## config.mk

```make
export PLATFORM = sky130hd
export DESIGN_NAME = conv_layer_scheduler
export DESIGN_NICKNAME = d
export VERILOG_FILES = /design/src/rtl/conv_layer_scheduler.sv
export SDC_FILE = /design/constraint.sdc
export NUM_CORES = 1
export LEC_CHECK = 0
export ABC_CLOCK_PERIOD_IN_PS = 4300
export CORE_MARGIN = 10
export CORE_UTILIZATION = 47
export CTS_CLUSTER_SIZE = 25
export DETAILED_ROUTE_END_ITERATION = 8
export PLACE_DENSITY_LB_ADDON = 0.25
export SLEW_MARGIN = 10
export SYNTH_ARGS = -nofsm -noshare
export SYNTH_HDL_FRONTEND = slang
export SYNTH_SLANG_ARGS = --single-unit
```

## constraint.sdc

```tcl
create_clock -name i_clk -period 4.3 [get_ports i_clk]
set_input_delay 0.86 -clock i_clk [delete_from_list [all_inputs] [get_ports i_clk]]
set_output_delay 0.86 -clock i_clk [all_outputs]
set_load 0.02 [all_outputs]
```

## src/rtl/conv_layer_scheduler.sv

```systemverilog
// conv_layer_scheduler: sequences input/weight loads, per-channel conv and per-channel result stores
// over a one-chunk-outstanding DMA command port. Define CONV_SCHED_CYCLE_CNT_EN to add the o_cycle_cnt busy counter.
module conv_layer_scheduler #(
  parameter int ADDR_WIDTH    = 15,
  parameter int IN_BASE       = 0,
  parameter int IN_BYTES      = 1024,
  parameter int WGT_BYTES     = 256,
  parameter int OUT_BASE      = 1280,
  parameter int OUT_CH_STRIDE = 288,
  parameter int N_CH          = 8,
  parameter int BURST         = 16
) (
  input  logic                     i_clk,
  input  logic                     i_rst,
  input  logic                     i_start,
  output logic                     o_busy,
  output logic                     o_finish,
  output logic                     o_err,
  output logic                     o_cmd_valid,
  input  logic                     i_cmd_ready,
  output logic                     o_cmd_write,
  output logic [ADDR_WIDTH-1:0]    o_cmd_addr,
  output logic [7:0]               o_cmd_len,
  input  logic                     i_cmd_done,
  input  logic                     i_cmd_err,
  output logic                     o_conv_start,
  output logic [$clog2(N_CH)-1:0]  o_conv_ch,
  input  logic                     i_conv_done
`ifdef CONV_SCHED_CYCLE_CNT_EN
  ,
  output logic [31:0]              o_cycle_cnt
`endif
);

  localparam int CH_W  = $clog2(N_CH);
  localparam int REM_W = ADDR_WIDTH + 1;

  typedef enum logic [2:0] {
    S_IDLE, S_LD_IN, S_LD_W, S_CONV, S_ST, S_DONE, S_ERR
  } state_t;

  state_t                r_state;
  logic [CH_W-1:0]       r_ch;
  logic [ADDR_WIDTH-1:0] r_addr;
  logic [ADDR_WIDTH-1:0] r_out_base;
  logic [REM_W-1:0]      r_rem;
  logic                  r_issue;
  logic                  r_outstanding;
  logic                  r_cmd_valid;
  logic                  r_cmd_write;
  logic [ADDR_WIDTH-1:0] r_cmd_addr;
  logic [7:0]            r_cmd_len;
  logic                  r_conv_start;
  logic                  r_busy;
  logic                  r_finish;
  logic                  r_err;
  logic [8:0]            w_beats;
  logic                  w_start_acc;

  assign w_beats     = (r_rem < REM_W'(BURST)) ? r_rem[8:0] : 9'(BURST);
  assign w_start_acc = i_start && (r_state == S_IDLE || r_state == S_DONE || r_state == S_ERR);

  // r_addr/r_rem describe the next chunk to issue; r_issue launches it one cycle after a phase load or cmd_done.
  always_ff @(posedge i_clk or posedge i_rst) begin
    if (i_rst) begin
      r_state       <= S_IDLE;
      r_ch          <= '0;
      r_addr        <= '0;
      r_out_base    <= '0;
      r_rem         <= '0;
      r_issue       <= 1'b0;
      r_outstanding <= 1'b0;
      r_cmd_valid   <= 1'b0;
      r_cmd_write   <= 1'b0;
      r_cmd_addr    <= '0;
      r_cmd_len     <= '0;
      r_conv_start  <= 1'b0;
      r_busy        <= 1'b0;
      r_finish      <= 1'b0;
      r_err         <= 1'b0;
    end else begin
      r_conv_start <= 1'b0;
      if (r_issue) begin
        r_issue     <= 1'b0;
        r_cmd_valid <= 1'b1;
        r_cmd_write <= (r_state == S_ST);
        r_cmd_addr  <= r_addr;
        r_cmd_len   <= 8'(w_beats - 9'd1);
        r_addr      <= r_addr + ADDR_WIDTH'(w_beats);
        r_rem       <= r_rem - REM_W'(w_beats);
      end
      if (r_cmd_valid && i_cmd_ready) begin
        r_cmd_valid   <= 1'b0;
        r_outstanding <= 1'b1;
      end
      case (r_state)
        S_IDLE, S_DONE, S_ERR: begin
          if (i_start) begin
            r_state    <= S_LD_IN;
            r_ch       <= '0;
            r_out_base <= ADDR_WIDTH'(OUT_BASE);
            r_addr     <= ADDR_WIDTH'(IN_BASE);
            r_rem      <= REM_W'(IN_BYTES);
            r_issue    <= 1'b1;
            r_busy     <= 1'b1;
            r_finish   <= 1'b0;
            r_err      <= 1'b0;
          end
        end
        S_LD_IN, S_LD_W, S_ST: begin
          if (r_outstanding && i_cmd_done) begin
            r_outstanding <= 1'b0;
            if (i_cmd_err) begin
              r_state  <= S_ERR;
              r_busy   <= 1'b0;
              r_finish <= 1'b1;
              r_err    <= 1'b1;
            end else if (r_rem != '0) begin
              r_issue <= 1'b1;
            end else if (r_state == S_LD_IN) begin
              r_state <= S_LD_W;
              r_addr  <= ADDR_WIDTH'(IN_BASE + IN_BYTES);
              r_rem   <= REM_W'(WGT_BYTES);
              r_issue <= 1'b1;
            end else if (r_state == S_LD_W) begin
              r_state      <= S_CONV;
              r_conv_start <= 1'b1;
            end else if (r_ch == CH_W'(N_CH - 1)) begin
              r_state  <= S_DONE;
              r_busy   <= 1'b0;
              r_finish <= 1'b1;
            end else begin
              r_state      <= S_CONV;
              r_ch         <= r_ch + CH_W'(1);
              r_out_base   <= r_out_base + ADDR_WIDTH'(OUT_CH_STRIDE);
              r_conv_start <= 1'b1;
            end
          end
        end
        S_CONV: begin
          // conv_done coinciding with the conv_start pulse belongs to nothing we asked for
          if (!r_conv_start && i_conv_done) begin
            r_state <= S_ST;
            r_addr  <= r_out_base;
            r_rem   <= REM_W'(OUT_CH_STRIDE);
            r_issue <= 1'b1;
          end
        end
        default: r_state <= S_IDLE;
      endcase
    end
  end

`ifdef CONV_SCHED_CYCLE_CNT_EN
  logic [31:0] r_cycle_cnt;

  always_ff @(posedge i_clk or posedge i_rst) begin
    if (i_rst)
      r_cycle_cnt <= '0;
    else if (w_start_acc)
      r_cycle_cnt <= '0;
    else if (r_busy && r_cycle_cnt != 32'hFFFF_FFFF)
      r_cycle_cnt <= r_cycle_cnt + 32'd1;
  end

  assign o_cycle_cnt = r_cycle_cnt;
`endif

  assign o_busy       = r_busy;
  assign o_finish     = r_finish;
  assign o_err        = r_err;
  assign o_cmd_valid  = r_cmd_valid;
  assign o_cmd_write  = r_cmd_write;
  assign o_cmd_addr   = r_cmd_addr;
  assign o_cmd_len    = r_cmd_len;
  assign o_conv_start = r_conv_start;
  assign o_conv_ch    = r_ch;

endmodule
```

### Yosys cells after proc, flatten, opt, wreduce, memory -nomap -nowiden

Index checks and enable logic that the tools add are counted.
Widths: inputs -> output; s select.

* equality and inequality tests: 20
* order comparisons: 1
* add/sub/neg operators: 5
* reduce and logical (&&, ||, !) cells: 14
* muxes and demuxes: 80

Operator list (count)
* $mux 15: 14
* $mux 16: 7
* $pmux 16 s3: 1
* $mux 3: 15
* $pmux 15 s3: 1
* $mux 1: 34
* $pmux 15 s2: 1
* $ne 2x2->1 const B: 9
* $lt 16x5->1 const B: 1
* $reduce_bool 16->1: 1
* $sub 16x9->16: 1
* $add 15x9->15: 1
* $add 15x9->15 const B: 1
* $eq 3x3->1 const B: 4
* $ne 3x3->1 const B: 4
* $mux 9: 1
* $pmux 3 s3: 1
* $reduce_and 4->1: 2
* $reduce_and 8->1: 1
* $sub 8x1->8 const B: 1
* $reduce_and 7->1: 1
* $eq 3x2->1 const B: 2
* $pmux 1 s2: 3
* $pmux 3 s2: 1
* 8 further kinds: 12

* register bits after elaboration: 83
* bits of input ports: 7
* output and inout bits: 32

### Depth between registers and ports, before layout

* depth after elaboration: 9
* mapped depth: 14
* gate-level depth less buffers: 12

### Worst setup path before layout

No wires, ideal clock.

* path type: register to register
* start point: reg r_rem[5]
* end point: reg r_addr[13]
* setup time: 135 ps
* period minus slack after synthesis: 3511 ps
* arrival time: 3376 ps
* cell stages (with the launch flop): 15
* buffers on the path: 2
* slack: 789 ps
* required time: 4165 ps
* path through: dfrtp_1 -> or4_1 -> nor3_2 -> clkbuf_1 -> and2_1 -> clkbuf_1 -> nand2_1 -> inv_1 -> ha_1 -> a21oi_1 -> o211ai_1 -> o311ai_0 -> nor3b_1 -> xnor2_1 -> o21ai_0

* cells in the longest elaborated chain, start to end: 9
* elaborated cells on any way between the ends: 12
* classes of those cells: add/sub: 1; order compare: 1; mux: 9; reduce/logical: 1

RTL lines
* from (decl): line 46 `logic [REM_W-1:0] r_rem;`
* from (signal assigned): line 90 `r_rem <= r_rem - REM_W'(w_beats);`
* from (signal assigned): line 103 `r_rem <= REM_W'(IN_BYTES);`
* from (signal assigned): line 123 `r_rem <= REM_W'(WGT_BYTES);`
* $lt 16x5->1: line 60 `assign w_beats = (r_rem < REM_W'(BURST)) ? r_rem[8:0] : 9'(BURST);`
* $mux 9: line 60
* $add 15x9->15: line 89 `r_addr <= r_addr + ADDR_WIDTH'(w_beats);`
* $mux 15: line 83 `if (r_issue) begin`
* $mux 15: line 120 `end else if (r_state == S_LD_IN) begin`
* $mux 15: line 118 `end else if (r_rem != '0) begin`
* $mux 15: line 113 `if (i_cmd_err) begin`
* $mux 15: line 111 `if (r_outstanding && i_cmd_done) begin`
* $pmux 15 s3 (*): line 96 `case (r_state)`
* to (signal assigned): line 89
* to (signal assigned): line 102 `r_addr <= ADDR_WIDTH'(IN_BASE);`
* to (signal assigned): line 122 `r_addr <= ADDR_WIDTH'(IN_BASE + IN_BYTES);`
* to (decl): line 44 `logic [ADDR_WIDTH-1:0] r_addr;`

Every way passes the cells marked *; elsewhere a longest branch is shown, timed or not.
A chain may end at the register's enable or synchronous reset.

### Final worst setup path

* start point: reg r_rem[8]
* end point: reg r_addr[13]

Same word-level chain as after synthesis.

==> flow_metrics.py <==
metrics = {
    "grt": {
        "grt_pass1_wl_um": 16480,
        "antenna_found_initial": 0,
        "grtUsageTotal_pct": 15.14,
        "overflow": 0,
        "grt_pass1_vias": 3297,
        "grt_max_degree": 60,
    },
    "finish": {
        "diodes": 0,
        "finalInstanceArea_um2": 5120,
        "final_core_util_pct": 55.94,
        "drive_gt1_share_pct": 9.780,
        "final_cells": 612,
        "syn2layout_area_growth_pct": 16.81,
        "fin_nets": 518,
    },
    "timing": {
        "min_period_ns": 3.587,
        "min_period_over_period_pct": 83.43,
        "hold_viol_final": 0,
        "fmax_ghz": 0.2787,
        "fin_ws_ns": 0.7125,
        "drv_slew": 0,
        "fin_tns_setup_ns": 0,
        "worst_slew_pin_slew_ns": 1.006,
        "finalSetupViolCount": 0,
        "slew_headroom_pct": 32.84,
        "skew_ns": 0.009985,
        "rsz0062_at_grt": "false",
        "hold-worst-slack_ns": 0.4868,
    },
    "power_and_ir_drop": {
        "swShare_pct": 42.86,
        "power_frac_comb_pct": 49.2,
        "p_seq_share_pct": 32.6,
        "irDropWorstVdd_v": 0.0004359,
        "power_frac_clock_pct": 18.2,
        "p_leak_nw": 2.224,
        "powerDensity_nw_per_um2": 721.5,
        "total_power_mw": 3.694,
        "p_sw_mw": 1.583,
        "intPower_mw": 2.111,
    },
    "yosys": {
        "synth_area_leaders": "dfrtp_1 45%, mux2_2 4.4%, nand2_1 4.0%",
        "synthArstFlopShare_pct": 100.0,
        "synthDistinctLibCells": 63,
        "ys_warn_count": 0,
        "synth_ff_type": "dfrtp_1",
        "synth_edf_count": 0,
        "ys_ff_latch": 78,
        "netlist.area_leader.share_pct": 44.53,
        "synth-seq-area-share_pct": 44.53,
        "syn_area_um2": 4383,
        "syn_avg_cell_area_um2": 9.528,
        "synth_common_cells": "78 x dfrtp_1, 47 x nand2_1, 41 x nor2_1",
        "synth_most_common_cell": "dfrtp_1",
        "synth_cells": 460,
        "synth_largest_area_cell": "dfrtp_1",
    },
    "placed_design": {
        "dp_slack_ns": 0.7153,
        "gp_congestion": 0.9456,
        "hpwl_um": 6961,
        "numPortBuffers": 38,
        "placed_cells": 596,
        "placed_cell_area_um2": 4882,
    },
    "clocking": {
        "cts-root-buf": "clkbuf_8",
        "h-tree-depth": 3,
        "post_cts_resized": 0,
        "clk_path_buf_depth": 2,
        "clock_latency_ns": 0.36,
        "postCtsHoldBufs": 0,
        "clk_pin_slew_worst_paths_ns": 0.09,
        "post_cts_buffers": 0,
        "clock-sinks": 78,
        "numCtsBuffers": 9,
        "cts_tree": "done",
    },
    "worst_setup_path": {
        "path_max_fanout": 11,
        "r2r_cells": 12,
        "r2r_end": "r_addr[13]$_DFF_PP0_",
        "end_kind": "register",
        "cp.required_ns": 4.58,
        "r2r_start": "r_rem[8]$_DFF_PP0_",
        "reg2reg_slack_ns": 0.71,
        "start_kind": "register",
        "crit_type": "reg -> reg",
        "arrival_ns": 3.87,
    },
    "detailed_routing": {
        "wl_um": 9851,
        "wl_per_cell_um": 16.10,
        "viasPerCell": 5.642,
        "drt_iter0_drc": 234,
        "num_vias": 3453,
        "first_pass_iters": 4,
        "route.detailed.drc": 0,
        "drtAntennaViolNets": 0,
    },
    "floorplan": {
        "initial_core_util_pct": 47.89,
        "die-height_um": 116.6,
        "rows": 35,
        "die_area_um2": 13590,
        "fp.dieW_um": 116.6,
        "ios": 39,
        "core-area_um2": 9153,
    },
    "min_path": {
        "hp-class": "reg -> reg",
        "worstHoldStart": "o_cmd_len[4]$_DFFE_PP0P_",
        "hold_depth": 1,
        "whs_endpoint": "o_cmd_len[4]$_DFFE_PP0P_",
    },
    "outcome": {
        "status": "complete, no violations",
    },
    "run": {
        "drv_cap": 0,
    },
}
==> cell type report <==
cell class,instances,area (µm²)
tap,111,138.9
timing repair buffer,45,432.9
clock buffer,11,131.4
clock inverter,5,106.4
sequential,78,1953
inverter,16,61.31
multi-input combinational,346,2296
fill,830,4033
==> how the worst max path moves through the flow <==
stage	end	depth (start not counted)	slack, ns	start
final	r_addr[13]$_DFF_PP0_	12	0.71	r_rem[8]$_DFF_PP0_
after global routing	r_addr[13]$_DFF_PP0_	12	0.41	r_rem[8]$_DFF_PP0_
after CTS	r_addr[13]$_DFF_PP0_	12	0.68	r_rem[8]$_DFF_PP0_
after detailed placement	r_addr[13]$_DFF_PP0_	12	0.72	r_rem[8]$_DFF_PP0_
after global placement	r_addr[13]$_DFF_PP0_	12	0.85	r_rem[8]$_DFF_PP0_
after floorplan	r_addr[13]$_DFF_PP0_	14	0.79	r_rem[5]$_DFF_PP0_
==> critical path, cell delays in order, from the launching register on <==
cell      delay [ns]
dfrtp_1         0.43
or4_4           0.58
nor3_4          0.13
and2_1          0.36
nand2_1         0.20
inv_1           0.09
ha_1            0.22
a21oi_1         0.22
o211ai_1        0.18
o311ai_0        0.65
nor3b_1         0.14
xnor2_1         0.15
o21ai_0         0.16
==> sequential cells by signal, indices dropped and copies added, names as in the netlist, 3 cells and up <==
register,flops
r_rem,16
o_conv_ch,3
r_addr,15
o_cmd_len,8
r_out_base,10
o_cmd_addr,15
r_state,3
==> power by group through the flow <==
stage | Sequential [mW] | Clock [mW] | Combinational (mW)
floorplan | 1.20 | 0 | 1.31
finish | 1.21 | 0.672 | 1.82
global route | 1.24 | 0.715 | 2.03
global placement | 1.21 | 0 | 1.78
CTS | 1.20 | 0.687 | 1.83
detailed placement | 1.22 | 0 | 1.82
==> per-layer routing <==
metal  track usage [%]  routed length [µm]  part of all wire [%]  up-vias
li1                  -                   -                     -     1716
met1             20.87                4732                    48     1645
met2             22.40                4376                    44       79
met3             3.749                 578                   5.9       13
met4             5.684                 163                   1.7        0
met5                 0                   0                     0        -
==> layout by cell type (no fill, tap or decap), types with 10 or more instances in the layout <==
cell type / count
inv_1: 15
dfrtp_1: 77
mux2i_1: 10
nor2_1: 41
a21oi_1: 26
nor3_1: 12
ha_1: 14
o21ai_0: 33
mux2_2: 17
xnor2_1: 17
nand2b_1: 10
clkdlybuf4s50_1: 38
nand2_1: 47
==> kinds of logic (layout without fill, tap and decap cells) <==
logic type | after synthesis | count (layout) | share of synthesized area [%]
AOI/OAI and AO/OA | 104 | 104 | 15.50
xor gates and xnor gates | 24 | 24 | 4.796
adders and majority gates | 17 | 17 | 4.910
buffers and inverters | 39 | 77 | 3.340
DFF | 78 | 78 | 44.53
muxes | 27 | 27 | 6.651
other | 2 | 5 | 0.1713
and+or+nand+nor | 169 | 169 | 20.10
Note: power is estimated with default switching activity, not from simulation.
==> RTL edit 1, RTL diff (same settings) <==
`N_CH`: 8 -> 16.
--- a/src/rtl/conv_layer_scheduler.sv
+++ b/src/rtl/conv_layer_scheduler.sv
@@ -7,7 +7,7 @@
   parameter int WGT_BYTES     = 256,
   parameter int OUT_BASE      = 1280,
   parameter int OUT_CH_STRIDE = 288,
-  parameter int N_CH          = 8,
+  parameter int N_CH          = 16,
   parameter int BURST         = 16
 ) (
   input  logic                     i_clk,
Interface: changed (resized o_conv_ch); port bits go from 39 to 40. No check against the original RTL was run, so the function may have changed too.
==> RTL edit 1 against the unedited design <==
Sequential cell count is 1 higher. Total power is 1.8% lower. Cell count is 1.3% higher. Synthesized area is 0.86% higher. Worst setup slack better by 0.39 ns. Routed wire length is 1.7% lower. Cell area is 0.73% lower. Critical path type unchanged.
==> RTL edit 1: results (changes against the unedited design) <==
Timing
  • Fmax: 0.3124 GHz (+12%)
  • Worst Tran Pin Value: 0.9341 ns (-0.07215 ns)
  • Clock Skew: 0.01054 ns (+0.0005533 ns)
  • Hold_ws: 0.4949 ns (+0.008163 ns)

Status
  • Status: finished clean

Synthesis
  • Asr flop ratio synth: 1.000 (unchanged)
  • Leading cell types by count after synthesis: dfrtp_1, nor2_1, nand2_1
  • YS warnings: 0 (unchanged)
  • Synth cell types: 61 (-3.2%)
  • Synth Area in Adders: 0.04585 (-0.003247)
  • Ranking of synthesized cells by area: dfrtp_1, nor2_1, nand2_1
  • Mux cell area share after synthesis: 0.06085 (-0.005660)
  • Post-synthesis compound-gate area fraction: 0.1577 (+0.002646)
  • Sequential cell area fraction in the yosys report: 0.4472 (+0.001879)
  • Xor/xnor share of the synthesized area: 0.06340 (+0.01544)
  • Post-Synthesis Cells: 470 (+2.2%)

Min path
  • Hold Path Origin: o_cmd_len[4]
  • Worst Hold Path Cells: 1 (unchanged)
  • Hold Crit Endpoint: o_cmd_len[4]

Clock network
  • Worst-skew pair later-pin latency: 0.35 ns
  • CTS buffer count: 9 (unchanged)
  • H-tree level count: 3 (unchanged)
  • Resize count post-CTS: 0 (unchanged)
  • Reg clk slew, reported paths: 0.09 ns (about the same)
  • Root Driver: clkbuf_8
  • Postcts setup bufs: 0 (unchanged)
  • Clock Tree Buf Depth: 2 (unchanged)

Critical path
  • CP peak stage delay: 0.47 ns (-0.18 ns)
  • CP arrival: 3.47 ns (-0.40 ns)
  • Top delay family on crit path: simple AND/OR/NAND/NOR gates
  • Setup crit end: r_addr[10]
  • Reg-to-reg startpoint: r_rem[4]
  • Slowest CP cell: dfrtp_1
  • R2R depth: 13 (+1)
  • Worst-path maximum fanout: 14 (+3)

GRT
  • M1 GR Usage: 0.1876 (-0.02112)
  • Met2 Usage GRT: 0.2546 (+0.03061)
  • First-pass GRT wire length: 16.88 mm (+2.4%)
  • Vias in the first global route: 3581 (+8.6%)
  • GRT Total Usage: 0.1525 (+0.001171)
  • Initial antenna violation count: 0 (unchanged)
  • GRT met3 Usage: 0.04536 (+0.007868)
  • Largest net degree at the start of global routing: 43 (-28%)

Route
  • First-pass DRT Iterations: 5 (+1)
  • Vias per cell: 5.673 (+0.54%)
  • First DRT Iteration DRCs: 219 (-6.4%)
  • Wire per inst: 15.62 µm (-3.0%)

Cells and area
  • Final #Nets: 526 (+1.5%)
  • Layout cells sized above 1: 0.09037 (-0.007431)
  • Antenna Cells: 0 (unchanged)
  • Non-filler cells in the finished layout: 620 (+1.3%)
  • Flip-flop count of the largest register after layout: 16 (unchanged)

Placement
  • Routability cong.: 0.8513 (-10%)
  • DP HPWL: 7.018 mm (+0.81%)
  • IO buf count: 39 (+2.6%)
  • Placed Instance Area: 4897 µm² (+0.31%)
  • Post-placement cell count: 605 (+1.5%)
  • Dpl ws: 1.111 ns (+0.3959 ns)

Power and ir drop
  • Max rail drop VDD: 0.4730 mV (+8.5%)
  • Leakage: 2.193 nW (-1.4%)
[RTL edit 1: cell types whose count changed after synthesis, moves of 6 or more]
cell | before | now
nand3_1 | 9 | 20
xor2_1 | 7 | 17
nor3_1 | 12 | 6
buf_2 | 0 | 6
clkbuf_1 | 19 | 9
nor2_1 | 41 | 56
[RTL edit 1: report_power, final]
| group | internal [mW] | leakage, nW | total [mW] | switching (mW) |
|---|---|---|---|---|
| clock network | 0.264 | 0.0953 | 0.538 | 0.274 |
| logic | 0.783 | 1.09 | 1.80 | 1.01 |
| registers | 0.978 | 1.01 | 1.29 | 0.314 |
[RTL edit 1: cells by family (layout without fill, tap and decap cells)]
kind of cell / count (synthesis) / after routing
adder cells (fa/ha/maj): 16 / 16
XOR/XNOR: 32 / 32
AO/OA/AOI/OAI: 106 / 106
other: 2 / 5
flip-flops: 79 / 79
multiplexers: 25 / 25
buffers and inverters: 41 / 77
AND/OR/NAND/NOR: 169 / 169
[RTL edit 1: layout make-up]
cell class	count	area [µm²]
clock buffer	9	123.9
clock inverter	6	61.31
fill	835	4114
inverter	19	75.07
multi-input combinational	353	2272
sequential	79	1978
tap	111	138.9
timing repair buffer	43	432.9
[RTL edit 1: worst register-to-register path, stage by stage (launching register included)]
cell and delay (ns):
dfrtp_1 0.47, nor4_4 0.34, and4_4 0.38, nand2_1 0.10, inv_1 0.08, ha_1 0.18
inv_1 0.06, fa_1 0.40, nor2b_1 0.16, o31a_1 0.22, o211ai_1 0.21, a211oi_1 0.28
a31oi_1 0.07, o31ai_1 0.19
[RTL edit 1: routing by layer]
layer | routed length, µm | part of all wire
met4 | 109 | 0.011
met2 | 4635 | 0.48
met1 | 4416 | 0.46
met5 | 0 | 0
met3 | 520 | 0.054
==> RTL edit 2, RTL diff (config.mk and constraints unchanged) <==
Made on the original files. The 7 states of `state_t` get a one-hot encoding in 7 bits.
--- a/src/rtl/conv_layer_scheduler.sv
+++ b/src/rtl/conv_layer_scheduler.sv
@@ -35,8 +35,8 @@
   localparam int CH_W  = $clog2(N_CH);
   localparam int REM_W = ADDR_WIDTH + 1;
 
-  typedef enum logic [2:0] {
-    S_IDLE, S_LD_IN, S_LD_W, S_CONV, S_ST, S_DONE, S_ERR
+  typedef enum logic [6:0] {
+    S_IDLE = 7'b0000001, S_LD_IN = 7'b0000010, S_LD_W = 7'b0000100, S_CONV = 7'b0001000, S_ST = 7'b0010000, S_DONE = 7'b0100000, S_ERR = 7'b1000000
   } state_t;
 
   state_t                r_state;
Formal check against the unedited RTL: no difference found for any inputs over 4 cycles, from zero or initial values and one cycle with i_rst high; so few cycles prove little.
==> RTL edit 2 against the unedited design <==
Critical path depth unchanged. Utilization decreased by 0.67 points. Synthesized area increased by 0.23%. Count of clock-buffer cells in the layout increased by 1. Combinational power decreased by 37%. Total power decreased by 26%. Cell area decreased by 1.2%. Clock skew decreased by 0.00089 ns. Routed wire length decreased by 5.4%. First-iteration DRC count decreased by 26%. Sequential cell count increased by 4. Worst setup slack improved by 0.19 ns. Sequential power decreased by 12%.
==> RTL edit 2: results (changes against the unedited design) <==
Status
  • Status: finished clean

Critical path
  • Slowest CP cell: a311oi_1
  • CP peak stage delay: 0.44 ns (-0.21 ns)
  • Top delay family on crit path: compound AO/OA/AOI/OAI gates
  • R2r setup slk: 0.91 ns (+0.19 ns)
  • Critical Path Start Type: register
  • CP Launch Point: r_rem[13]
  • R2R depth: 12 (unchanged)
  • Setup crit end: r_addr[10]
  • CP arrival: 3.63 ns (-0.24 ns)
  • Worst-path maximum fanout: 3 (-8)
  • Reg-to-reg startpoint: r_rem[13]

Placement
  • Dpl ws: 0.9276 ns (+0.2123 ns)
  • IO buf count: 38 (unchanged)
  • Placed Instance Area: 4873 µm² (-0.18%)
  • DP HPWL: 6.632 mm (-4.7%)
  • Routability cong.: 0.8557 (-9.5%)
  • Post-placement cell count: 582 (-2.3%)

Clock network
  • Resize count post-CTS: 0 (unchanged)
  • Reg clk slew, reported paths: 0.08 ns
  • H-tree level count: 3 (unchanged)
  • Root Driver: clkbuf_8
  • CTS buffer count: 9 (unchanged)
  • Postcts setup bufs: 0 (unchanged)

Cells and area
  • Biggest register: r_rem
  • Non-filler cells in the finished layout: 597 (-2.5%)
  • Layout cells sized above 1: 0.1049 (+0.007134)
  • Final #Nets: 504 (-2.7%)
  • Antenna Cells: 0 (unchanged)
  • Flip-flop count of the largest register after layout: 16 (unchanged)

Power and ir drop
  • Sw frac: 0.3843 (-0.04432)
  • Leakage: 2.240 nW (+0.68%)
  • Power Clock: 0.555 mW (-17%)
  • Total Power: 2.751 mW (-26%)
  • Sequential power: 1.06 mW (-12%)
  • Max rail drop VDD: 0.2302 mV (-47%)

Synthesis
  • YS warnings: 0 (unchanged)
  • Leading cell types by count after synthesis: dfrtp_1, nand2_1, nor2_1
  • Ranking of synthesized cells by area: dfrtp_1, mux2_2, ha_1
  • Sequential cell area fraction in the yosys report: 0.4674 (+0.02206)
  • Synth cell types: 61 (-3.2%)
  • Post-Synthesis Cells: 442 (-3.9%)

GRT
  • Largest net degree at the start of global routing: 56 (-6.7%)
  • GRT overflow: 0 (unchanged)
  • Initial antenna violation count: 0 (unchanged)
  • Vias in the first global route: 3322 (+0.76%)
  • GRT Total Usage: 0.1466 (-0.004731)
  • First-pass GRT wire length: 16.04 mm (-2.7%)

Min path
  • Hold Path Class: reg -> reg
  • Hold Crit Endpoint: o_finish
  • Worst Hold Path Cells: 2 (+1)
  • Hold Path Origin: o_finish

Route
  • Wire per inst: 15.61 µm (-3.0%)
  • First DRT Iteration DRCs: 174 (-26%)
  • Vias per cell: 5.616 (-0.46%)
  • First-pass DRT Iterations: 4 (unchanged)

Timing
  • Hold_ws: 0.4964 ns (+0.009667 ns)
  • Fmax: 0.2947 GHz (+5.7%)
  • Clock Skew: 0.009099 ns (-0.0008857 ns)
  • Worst Tran Pin Value: 0.9670 ns (-0.03925 ns)
==> RTL edit 2: cells by family after synthesis <==
group | Yosys count | synth area share
simple gates | 147 | 0.1737
fa+ha+maj | 15 | 0.04443
mux | 33 | 0.08003
buf+inv | 40 | 0.04101
xor+xnor | 29 | 0.05782
flops | 82 | 0.4674
compound gates | 94 | 0.1339
other cells | 2 | 0.001710
==> RTL edit 2: final cells by class <==
| type | instances | area [µm²] |
|---|---|---|
| well taps | 111 | 138.9 |
| multi-input cells | 323 | 2171 |
| inverters | 22 | 83.83 |
| flip-flops and latches | 82 | 2054 |
| clock inverters | 3 | 40.04 |
| fillers | 795 | 4094 |
| repair buffers | 44 | 425.4 |
| clock buffers | 12 | 145.1 |
==> RTL edit 2: routing by layer <==
layer,GRT usage,vias up,share of wire
li1,-,1624,-
met1,0.1825,1654,0.46
met2,0.2392,61,0.47
met3,0.03903,14,0.048
met4,0.05272,0,0.017
met5,0,-,0
